File: config.mk
export PLATFORM = sky130hd
export DESIGN_NAME = ps2_host_tx_flat
export DESIGN_NICKNAME = d
export VERILOG_FILES = /design/src/rtl/ps2_host_tx_if.sv /design/src/rtl/ps2_host_tx.sv /design/src/flat_wrapper.sv
export SDC_FILE = /design/constraint.sdc
export NUM_CORES = 1
export LEC_CHECK = 0
export CAP_MARGIN = 20
export CORE_ASPECT_RATIO = 1.75
export CORE_MARGIN = 2
export CORE_UTILIZATION = 55
export DETAILED_ROUTE_END_ITERATION = 6
export PLACE_DENSITY = 0.84
export SYNTH_ARGS = -nofsm -noshare
export SYNTH_HDL_FRONTEND = slang
export SYNTH_SLANG_ARGS = --single-unit
File: constraint.sdc
create_clock -name clk -period 2 [get_ports clk]
set_input_delay 0.4 -clock clk [delete_from_list [all_inputs] [get_ports clk]]
set_output_delay 0.4 -clock clk [all_outputs]
set_load 0.03 [all_outputs]
File: src/rtl/ps2_host_tx_if.sv
// Requester-side handshake for the PS/2 host transmitter: command byte in,
// ready/busy status and one-cycle done/err completion pulses out.
interface ps2_host_tx_if;
  logic [7:0] tx_data;
  logic       tx_valid;
  logic       tx_ready;
  logic       busy;
  logic       done;
  logic       err;

  modport master (
    output tx_data,
    output tx_valid,
    input  tx_ready,
    input  busy,
    input  done,
    input  err
  );

  modport slave (
    input  tx_data,
    input  tx_valid,
    output tx_ready,
    output busy,
    output done,
    output err
  );
endinterface

File: src/rtl/ps2_host_tx.sv
// PS/2 host-to-device transmitter: inhibits the bus, requests to send, then
// shifts a command byte out on device-generated clock falls and checks the ACK.
module ps2_host_tx #(
  parameter int unsigned INHIBIT_CYCLES = 2500,
  parameter int unsigned TIMEOUT_CYCLES = 375000,
  parameter int unsigned CNT_W          = 19
) (
  input  logic         clk,
  input  logic         rst,
  ps2_host_tx_if.slave req,
  input  logic         k_clk_in,
  input  logic         k_data_in,
  output logic         k_clk_oe,
  output logic         k_data_oe
);

  localparam logic [2:0] S_IDLE     = 3'd0;
  localparam logic [2:0] S_INHIBIT  = 3'd1;
  localparam logic [2:0] S_RTS      = 3'd2;
  localparam logic [2:0] S_WAIT_DEV = 3'd3;
  localparam logic [2:0] S_SHIFT    = 3'd4;
  localparam logic [2:0] S_ACK      = 3'd5;
  localparam logic [2:0] S_WAIT_REL = 3'd6;

  localparam logic [CNT_W-1:0] INH_LAST = CNT_W'(INHIBIT_CYCLES - 1);
  localparam logic [CNT_W-1:0] TO_LAST  = CNT_W'(TIMEOUT_CYCLES - 1);

  logic [2:0]       r_state;
  logic [CNT_W-1:0] r_cnt;
  logic [9:0]       r_shift;
  logic [3:0]       r_bitcnt;
  logic             r_clk_oe;
  logic             r_data_oe;
  logic             r_done;
  logic             r_err;
  logic             r_kclk_s1;
  logic             r_kclk_s2;
  logic             r_kclk_prev;
  logic             r_kdata_s1;
  logic             r_kdata_s2;

  logic             w_fall;
  logic             w_timeout;

  assign w_fall    = r_kclk_prev & ~r_kclk_s2;
  assign w_timeout = (r_cnt == TO_LAST);

  assign req.tx_ready = (r_state == S_IDLE);
  assign req.busy     = (r_state != S_IDLE);
  assign req.done     = r_done;
  assign req.err      = r_err;
  assign k_clk_oe     = r_clk_oe;
  assign k_data_oe    = r_data_oe;

  always_ff @(posedge clk) begin
    if (rst) begin
      r_state     <= S_IDLE;
      r_cnt       <= '0;
      r_shift     <= '1;
      r_bitcnt    <= '0;
      r_clk_oe    <= 1'b0;
      r_data_oe   <= 1'b0;
      r_done      <= 1'b0;
      r_err       <= 1'b0;
      r_kclk_s1   <= 1'b1;
      r_kclk_s2   <= 1'b1;
      r_kclk_prev <= 1'b1;
      r_kdata_s1  <= 1'b1;
      r_kdata_s2  <= 1'b1;
    end else begin
      r_kclk_s1   <= k_clk_in;
      r_kclk_s2   <= r_kclk_s1;
      r_kclk_prev <= r_kclk_s2;
      r_kdata_s1  <= k_data_in;
      r_kdata_s2  <= r_kdata_s1;
      r_done      <= 1'b0;
      r_err       <= 1'b0;

      case (r_state)
        S_IDLE: begin
          if (req.tx_valid) begin
            r_shift   <= {1'b1, ~^req.tx_data, req.tx_data};
            r_cnt     <= '0;
            r_clk_oe  <= 1'b1;
            r_data_oe <= 1'b0;
            r_state   <= S_INHIBIT;
          end
        end

        S_INHIBIT: begin
          if (r_cnt == INH_LAST) begin
            r_data_oe <= 1'b1;
            r_state   <= S_RTS;
          end else begin
            r_cnt <= r_cnt + 1'b1;
          end
        end

        S_RTS: begin
          r_clk_oe <= 1'b0;
          r_cnt    <= '0;
          r_state  <= S_WAIT_DEV;
        end

        // The first fall already drives data bit 0, so it is shifted here.
        S_WAIT_DEV: begin
          if (w_fall) begin
            r_cnt     <= '0;
            r_data_oe <= ~r_shift[0];
            r_shift   <= {1'b1, r_shift[9:1]};
            r_bitcnt  <= '0;
            r_state   <= S_SHIFT;
          end else if (w_timeout) begin
            r_clk_oe  <= 1'b0;
            r_data_oe <= 1'b0;
            r_err     <= 1'b1;
            r_state   <= S_IDLE;
          end else begin
            r_cnt <= r_cnt + 1'b1;
          end
        end

        S_SHIFT: begin
          if (w_fall) begin
            r_cnt     <= '0;
            r_data_oe <= ~r_shift[0];
            r_shift   <= {1'b1, r_shift[9:1]};
            r_bitcnt  <= r_bitcnt + 1'b1;
            if (r_bitcnt == 4'd8) begin
              r_state <= S_ACK;
            end
          end else if (w_timeout) begin
            r_clk_oe  <= 1'b0;
            r_data_oe <= 1'b0;
            r_err     <= 1'b1;
            r_state   <= S_IDLE;
          end else begin
            r_cnt <= r_cnt + 1'b1;
          end
        end

        S_ACK: begin
          if (w_fall) begin
            r_cnt <= '0;
            if (!r_kdata_s2) begin
              r_state <= S_WAIT_REL;
            end else begin
              r_clk_oe  <= 1'b0;
              r_data_oe <= 1'b0;
              r_err     <= 1'b1;
              r_state   <= S_IDLE;
            end
          end else if (w_timeout) begin
            r_clk_oe  <= 1'b0;
            r_data_oe <= 1'b0;
            r_err     <= 1'b1;
            r_state   <= S_IDLE;
          end else begin
            r_cnt <= r_cnt + 1'b1;
          end
        end

        S_WAIT_REL: begin
          if (r_kclk_s2 && r_kdata_s2) begin
            r_done  <= 1'b1;
            r_state <= S_IDLE;
          end else if (w_fall) begin
            r_cnt <= '0;
          end else if (w_timeout) begin
            r_clk_oe  <= 1'b0;
            r_data_oe <= 1'b0;
            r_err     <= 1'b1;
            r_state   <= S_IDLE;
          end else begin
            r_cnt <= r_cnt + 1'b1;
          end
        end

        default: begin
          r_clk_oe  <= 1'b0;
          r_data_oe <= 1'b0;
          r_state   <= S_IDLE;
        end
      endcase
    end
  end

endmodule
File: src/flat_wrapper.sv
// flat-port wrapper written by rule: the top's interface ports become plain ports
module ps2_host_tx_flat 
#(
  parameter int unsigned INHIBIT_CYCLES = 2500,
  parameter int unsigned TIMEOUT_CYCLES = 375000,
  parameter int unsigned CNT_W          = 19
)
  (clk, rst, k_clk_in, k_data_in, k_clk_oe, k_data_oe, req_tx_data, req_tx_valid, req_tx_ready, req_busy, req_done, req_err);
  ps2_host_tx_if req_i ();
  input  logic clk;
  input  logic rst;
  input  logic k_clk_in;
  input  logic k_data_in;
  output logic k_clk_oe;
  output logic k_data_oe;
  input wire logic [$bits(req_i.tx_data)-1:0] req_tx_data;
  input wire logic [$bits(req_i.tx_valid)-1:0] req_tx_valid;
  output wire logic [$bits(req_i.tx_ready)-1:0] req_tx_ready;
  output wire logic [$bits(req_i.busy)-1:0] req_busy;
  output wire logic [$bits(req_i.done)-1:0] req_done;
  output wire logic [$bits(req_i.err)-1:0] req_err;
  assign req_i.tx_data = req_tx_data;
  assign req_i.tx_valid = req_tx_valid;
  assign req_tx_ready = req_i.tx_ready;
  assign req_busy = req_i.busy;
  assign req_done = req_i.done;
  assign req_err = req_i.err;
  ps2_host_tx #(.INHIBIT_CYCLES(INHIBIT_CYCLES), .TIMEOUT_CYCLES(TIMEOUT_CYCLES), .CNT_W(CNT_W)) u_core (.clk(clk), .rst(rst), .req(req_i), .k_clk_in(k_clk_in), .k_data_in(k_data_in), .k_clk_oe(k_clk_oe), .k_data_oe(k_data_oe));
endmodule
==> results.cfg, run 1 <==
[timing]
finalSetupViolCount = 0
drv_slew = 0
period_needed_ps = 1900
finalHoldViolCount = 0
fin_crit_sh_pct = 94.9
skew_ps = 11.7
rsz0062_at_grt = false
tightest_slew_ps = 624
relSlewSlack_pct = 58.0
fmax_mhz = 527

[logic_synthesis]
synthDistinctLibCells = 53
syn-num-nets = 302
synth-seq-area-share_pct = 36.3
ys.flop_type = dfxtp_1
synth_edf_count = 0
async_flop_share_pct = 0
yosysWarnings = 0
synth_area_um2 = 2420
synth.avg_cell_area_um2 = 8.47
synthCells = 286
ys_ff_latch = 44

[floorplan]
initial_core_util_pct = 56.0
core_area_um2 = 4320
die_w_um = 54.2
num_rows = 32
fp.dieH_um = 91.8
pin_count = 19
die-area_um2 = 4970

[clock_tree]
htree_levels = 2
cts_made_buffers = 5
clk_latency_ps = 310
cts_tree = built
path_clk_slew_ps = 90
cts_root_buf = clkbuf_8
cts.path.max_buffers = 2
clock_sinks = 44
postCtsHoldBufs = 0

[worst_setup_path]
rrSetupSlack_ps = 100
reg2regPathDepth = 5
path_class = reg2reg
arrival_ps = 2100
required_ps = 2200
crit_path_end_kind = register
r2r-start = u_core.r_cnt[12]$_SDFFE_PP0P_
r2r_end = u_core.r_cnt[1]$_SDFFE_PP0P_
start_kind = register
cp_max_fo = 6

[layout]
drive_above_1_share_pct = 20.8
area_delta_synth_final_pct = 21.1
final_util_pct = 67.9
mostFrequentLayoutCell = dfxtp_1
mostFrequentLayoutCells = 41 x dfxtp_1, 34 x nor2_1, 27 x nand2_1
antennaDiodeCount = 0
fin_nets = 337

[hold_path]
hold_class = reg2reg
holdPathEnd = u_core.r_kclk_s2$_SDFF_PP1_
holdPathStages = 1
hp-start = u_core.r_kclk_s1$_SDFF_PP1_

[drt]
routed_wl_um = 6010
first_iter_violations = 112
wire_per_inst_um = 16.1
drc = 0
drt-vias-per-instance = 6.04
num_vias = 2253
drt-pass1-iter-count = 5
drtAntennaViolNets = 0

[global_routing]
grt_max_degree = 20
antenna_found_initial = 0
track_usage_pct = 26.5
grt.overflow.total = 0
grt_pass1_wl_um = 9690
grt_pass1_vias = 2147

[pwr]
p_leak_uw = 0.00111
powerDensity_nw_per_um2 = 638
ir_worst_vdd_mv = 0.516
power_uw = 1870

[place]
dp_hpwl_um = 4390
gp_congestion = 1.00
portBuffers = 18

[run]
cap_violations = 0

[outcome]
status = finished clean
## through the flow
stage | setup TNS (ps) | hold WS, ps | cell area [µm²] | worst slack [ps] | std cells
2_1_floorplan | 0 | 389 | 2420 | 204 | 286
3_3_place_gp | 0 | 397 | 2780 | 35.6 | 362
3_5_place_dp | -31.1 | 399 | 2780 | -30.8 | 362
4_1_cts | 0 | 412 | 2890 | 20.2 | 370
5_1_grt | 0 | 424 | 2930 | 51.8 | 373
6_report | 0 | 409 | 2930 | 103 | 373
## kinds of logic (layout without fill, tap and decap cells)
kind of cell             after synthesis  count (layout)  share of synthesized area (%)
AND/OR/NAND/NOR                      123             123                           26.5
flip-flops                            44              44                           36.3
XOR/XNOR                              23              23                           8.31
adder cells (fa/ha/maj)                3               3                           1.55
AO/OA/AOI/OAI                         54              54                           15.1
buffers and inverters                 21              57                           4.34
multiplexers                          18              18                           7.85
## registers in the layout, indices dropped and copies added, names as in the netlist
name,cells
u_core.r_cnt,19
u_core.r_kdata_s2,1
u_core.r_kdata_s1,1
u_core.r_kclk_prev,1
u_core.k_clk_oe,1
u_core.r_shift,9
u_core.r_kclk_s2,1
u_core.req.done,1
u_core.r_state,3
u_core.r_kclk_s1,1
u_core.r_bitcnt,4
u_core.req.err,1
u_core.k_data_oe,1
## power breakdown
part | switching, µW | internal [µW]
sequential | 19.2 | 900
clock | 326 | 376
combinational | 126 | 124
total | 472 | 1400
## area by class of cell
| type | count | area [µm²] |
|---|---|---|
| Multi-Input combinational cell | 221 | 1450 |
| Tap cell | 51 | 63.8 |
| Sequential cell | 44 | 887 |
| Inverter | 8 | 33.8 |
| Fill cell | 357 | 1390 |
| Timing Repair Buffer | 41 | 385 |
| Clock inverter | 3 | 46.3 |
| Clock buffer | 5 | 68.8 |
## cells in the mapped netlist, types with 4 or more instances
cell type  count  area (µm²)
a21oi_1       14        70.1
and2_1         6        37.5
and3_1         4        25.0
clkbuf_1       6        22.5
dfxtp_1       44         881
inv_1          8        30.0
mux2_2         8        90.1
mux2i_1       10         100
nand2_1       27         101
nand2b_1       4        25.0
nand3_1        7        35.0
nand4_1       11        68.8
nor2_1        35         131
nor3_1         4        20.0
o21ai_0       13        65.1
o21ai_1        4        20.0
or2_2          5        31.3
or3_1          6        37.5
xnor2_1        8        70.1
xor2_1        15         131
## timing repair
| item | CTS | global route |
|---|---|---|
| hold endpoints to repair | 0 | 0 |
| resized for setup | 1 | 7 |
| endpoints found under the setup margin | 1 | 2 |
| buffers inserted | 0 | 3 |
## worst max-delay path, cell delays in order (launching register included)
cell	delay [ps]
dfxtp_1	350
nor4_1	590
nand4_2	250
o211ai_2	310
mux2i_1	250
nor2_2	40
## layer usage
layer  global-route usage, %  routed length, µm
met1                    25.0               1980
met3                    6.51                298
met2                    47.6               3480
met5                       0                  0
met4                    15.4                251
## worst max path at each step
stage	startpoint	endpoint	slack [ps]
6_report	u_core.r_cnt[12]$_SDFFE_PP0P_	u_core.r_cnt[1]$_SDFFE_PP0P_	100
5_1_grt	u_core.r_cnt[1]$_SDFFE_PP0P_	u_core.r_cnt[1]$_SDFFE_PP0P_	50
4_1_cts	u_core.r_cnt[0]$_SDFFE_PP0P_	u_core.k_clk_oe$_SDFFE_PP0P_	20
3_5_place_dp	req_tx_valid	u_core.r_shift[8]$_SDFFE_PP1P_	-30
3_3_place_gp	req_tx_valid	u_core.r_shift[7]$_SDFFE_PP1P_	40
2_1_floorplan	u_core.r_cnt[0]$_SDFFE_PP0P_	u_core.r_cnt[1]$_SDFFE_PP0P_	200
Note: power is estimated with default switching activity, not from simulation.
==> run 2, diff against run 1 <==
--- a/config.mk
+++ b/config.mk
@@ -8,9 +8,10 @@
 export CAP_MARGIN = 20
 export CORE_ASPECT_RATIO = 1.75
 export CORE_MARGIN = 2
-export CORE_UTILIZATION = 55
+export CORE_UTILIZATION = 40
+export CTS_CLUSTER_DIAMETER = 200
 export DETAILED_ROUTE_END_ITERATION = 6
-export PLACE_DENSITY = 0.84
+export PLACE_DENSITY = 0.66
 export SYNTH_ARGS = -nofsm -noshare
 export SYNTH_HDL_FRONTEND = slang
 export SYNTH_SLANG_ARGS = --single-unit
==> run 2 against run 1 <==
Against the previous run: worst hold slack improved by 12 ps; non-clock buffer count fell by 1; combinational power fell by 2%; register-to-register slack barely moved.
==> results.cfg, run 2 (same netlist as run 1, synthesis figures left out) <==
[timing]
drv_slew = 0
finalHoldViolCount = 0
period_needed_ps = 1900
relSlewSlack_pct = 54.9
skew_ps = 7.48
tightest_slew_ps = 670
fin_crit_sh_pct = 95.0
fmax_mhz = 526
finalSetupViolCount = 0

[worst_setup_path]
startpoint = u_core.r_cnt[0]$_SDFFE_PP0P_
start_kind = register
crit_path_end_kind = register
r2r-start = u_core.r_cnt[0]$_SDFFE_PP0P_
path_class = reg2reg
reg2regPathDepth = 7
cp_max_fo = 7
required_ps = 2180
rrSetupSlack_ps = 100
arrival_ps = 2080

[global_routing]
track_usage_pct = 18.6
antenna_found_initial = 0
grt.overflow.total = 0
grt_max_degree = 16
grt_pass1_vias = 2204
grt_pass1_wl_um = 9890

[clock_tree]
path_clk_slew_ps = 90
cts.path.max_buffers = 2
htree_levels = 2
postCtsHoldBufs = 0
cts_root_buf = clkbuf_8
clk_latency_ps = 300
clock_sinks = 44
cts_made_buffers = 5
cts_tree = built

[hold_path]
holdPathStages = 1
hold_class = reg2reg
hp-start = u_core.r_kclk_s1$_SDFF_PP1_

[drt]
drc = 0
drtAntennaViolNets = 0
wire_per_inst_um = 14.5
drt-pass1-iter-count = 5
routed_wl_um = 5800
first_iter_violations = 112
drt-vias-per-instance = 5.48
num_vias = 2185

[place]
dp_hpwl_um = 4430
gp_congestion = 0.889
place_area_um2 = 2800
portBuffers = 18

[layout]
multi_input_area_um2 = 1460
reg_top3 = u_core.r_cnt (19), u_core.r_shift (9), u_core.r_bitcnt (4)
fill_cells = 592
fin_nets = 336
drive_above_1_share_pct = 19.6
antennaDiodeCount = 0
largest_register = u_core.r_cnt
mostFrequentLayoutCell = dfxtp_1
largest_reg_flops = 19
fin_area_um2 = 2940
register_area_um2 = 883
area_delta_synth_final_pct = 21.2
mostFrequentLayoutCells = 42 x dfxtp_1, 34 x nor2_1, 27 x nand2_1

[floorplan]
die-area_um2 = 6720
num_rows = 37
initial_core_util_pct = 41.2
fp.dieH_um = 107
pin_count = 19
core_area_um2 = 5880
die_w_um = 62.8

[pwr]
ir_worst_vdd_mv = 0.394
powerDensity_nw_per_um2 = 637
power_uw = 1870
p_leak_uw = 0.00111

[run]
cap_violations = 0

[outcome]
status = finished clean
run 2: metal layers:
layer	vias up	share of wire, %	GRT usage (%)
li1	1078	-	-
met1	1025	37	17.8
met2	63	56	36.4
met3	19	3.8	3.46
met4	0	3.6	10.0
met5	-	0	0
run 2: final timing paths:
check                                               endpoint
worst max register to register  u_core.k_clk_oe$_SDFFE_PP0P_
worst max-delay path            u_core.k_clk_oe$_SDFFE_PP0P_
worst min-delay path             u_core.r_kclk_s2$_SDFF_PP1_
worst min register to register   u_core.r_kclk_s2$_SDFF_PP1_
run 2: what timing repair did:
action                                  in CTS  in global routing
endpoints found under the setup margin       0                 21
setup buffers                                0                  0
gates resized for setup                      0                  6
run 2: layout make-up:
class	instances	area share [%]
clock buffers	5	2.34
multi-input cells	221	49.7
well taps	78	3.32
repair buffers	40	12.0
flip-flops and latches	44	30.1
clock inverters	3	1.58
inverters	8	1.02
run 2: critical path, stage by stage, from the launching register on:
cell and delay [ps]:
dfxtp_1 350, ha_1 180, nor4b_2 210, and4b_1 300
and3_2 290, nor2_1 70, o41ai_1 240, a21oi_1 140
run 2: power breakdown:
group	internal, µW	switching (µW)
Combinational	123	121
Clock	376	329
Sequential	901	19.7
Total	1400	470
run 2: metrics by stage:
stage | TNS (ps) | hold slack (ps) | worst slack, ps | std cells | util (%)
5_1_grt | -11.4 | 444 | -11.4 | 399 | 50.0
3_3_place_gp | 0 | 402 | 16.9 | 391 | 47.6
2_1_floorplan | 0 | 389 | 204 | 286 | -
6_report | 0 | 421 | 99.0 | 399 | 50.0
4_1_cts | 0 | 426 | 76.9 | 399 | 49.6
3_5_place_dp | -72.3 | 402 | -25.6 | 391 | 47.6
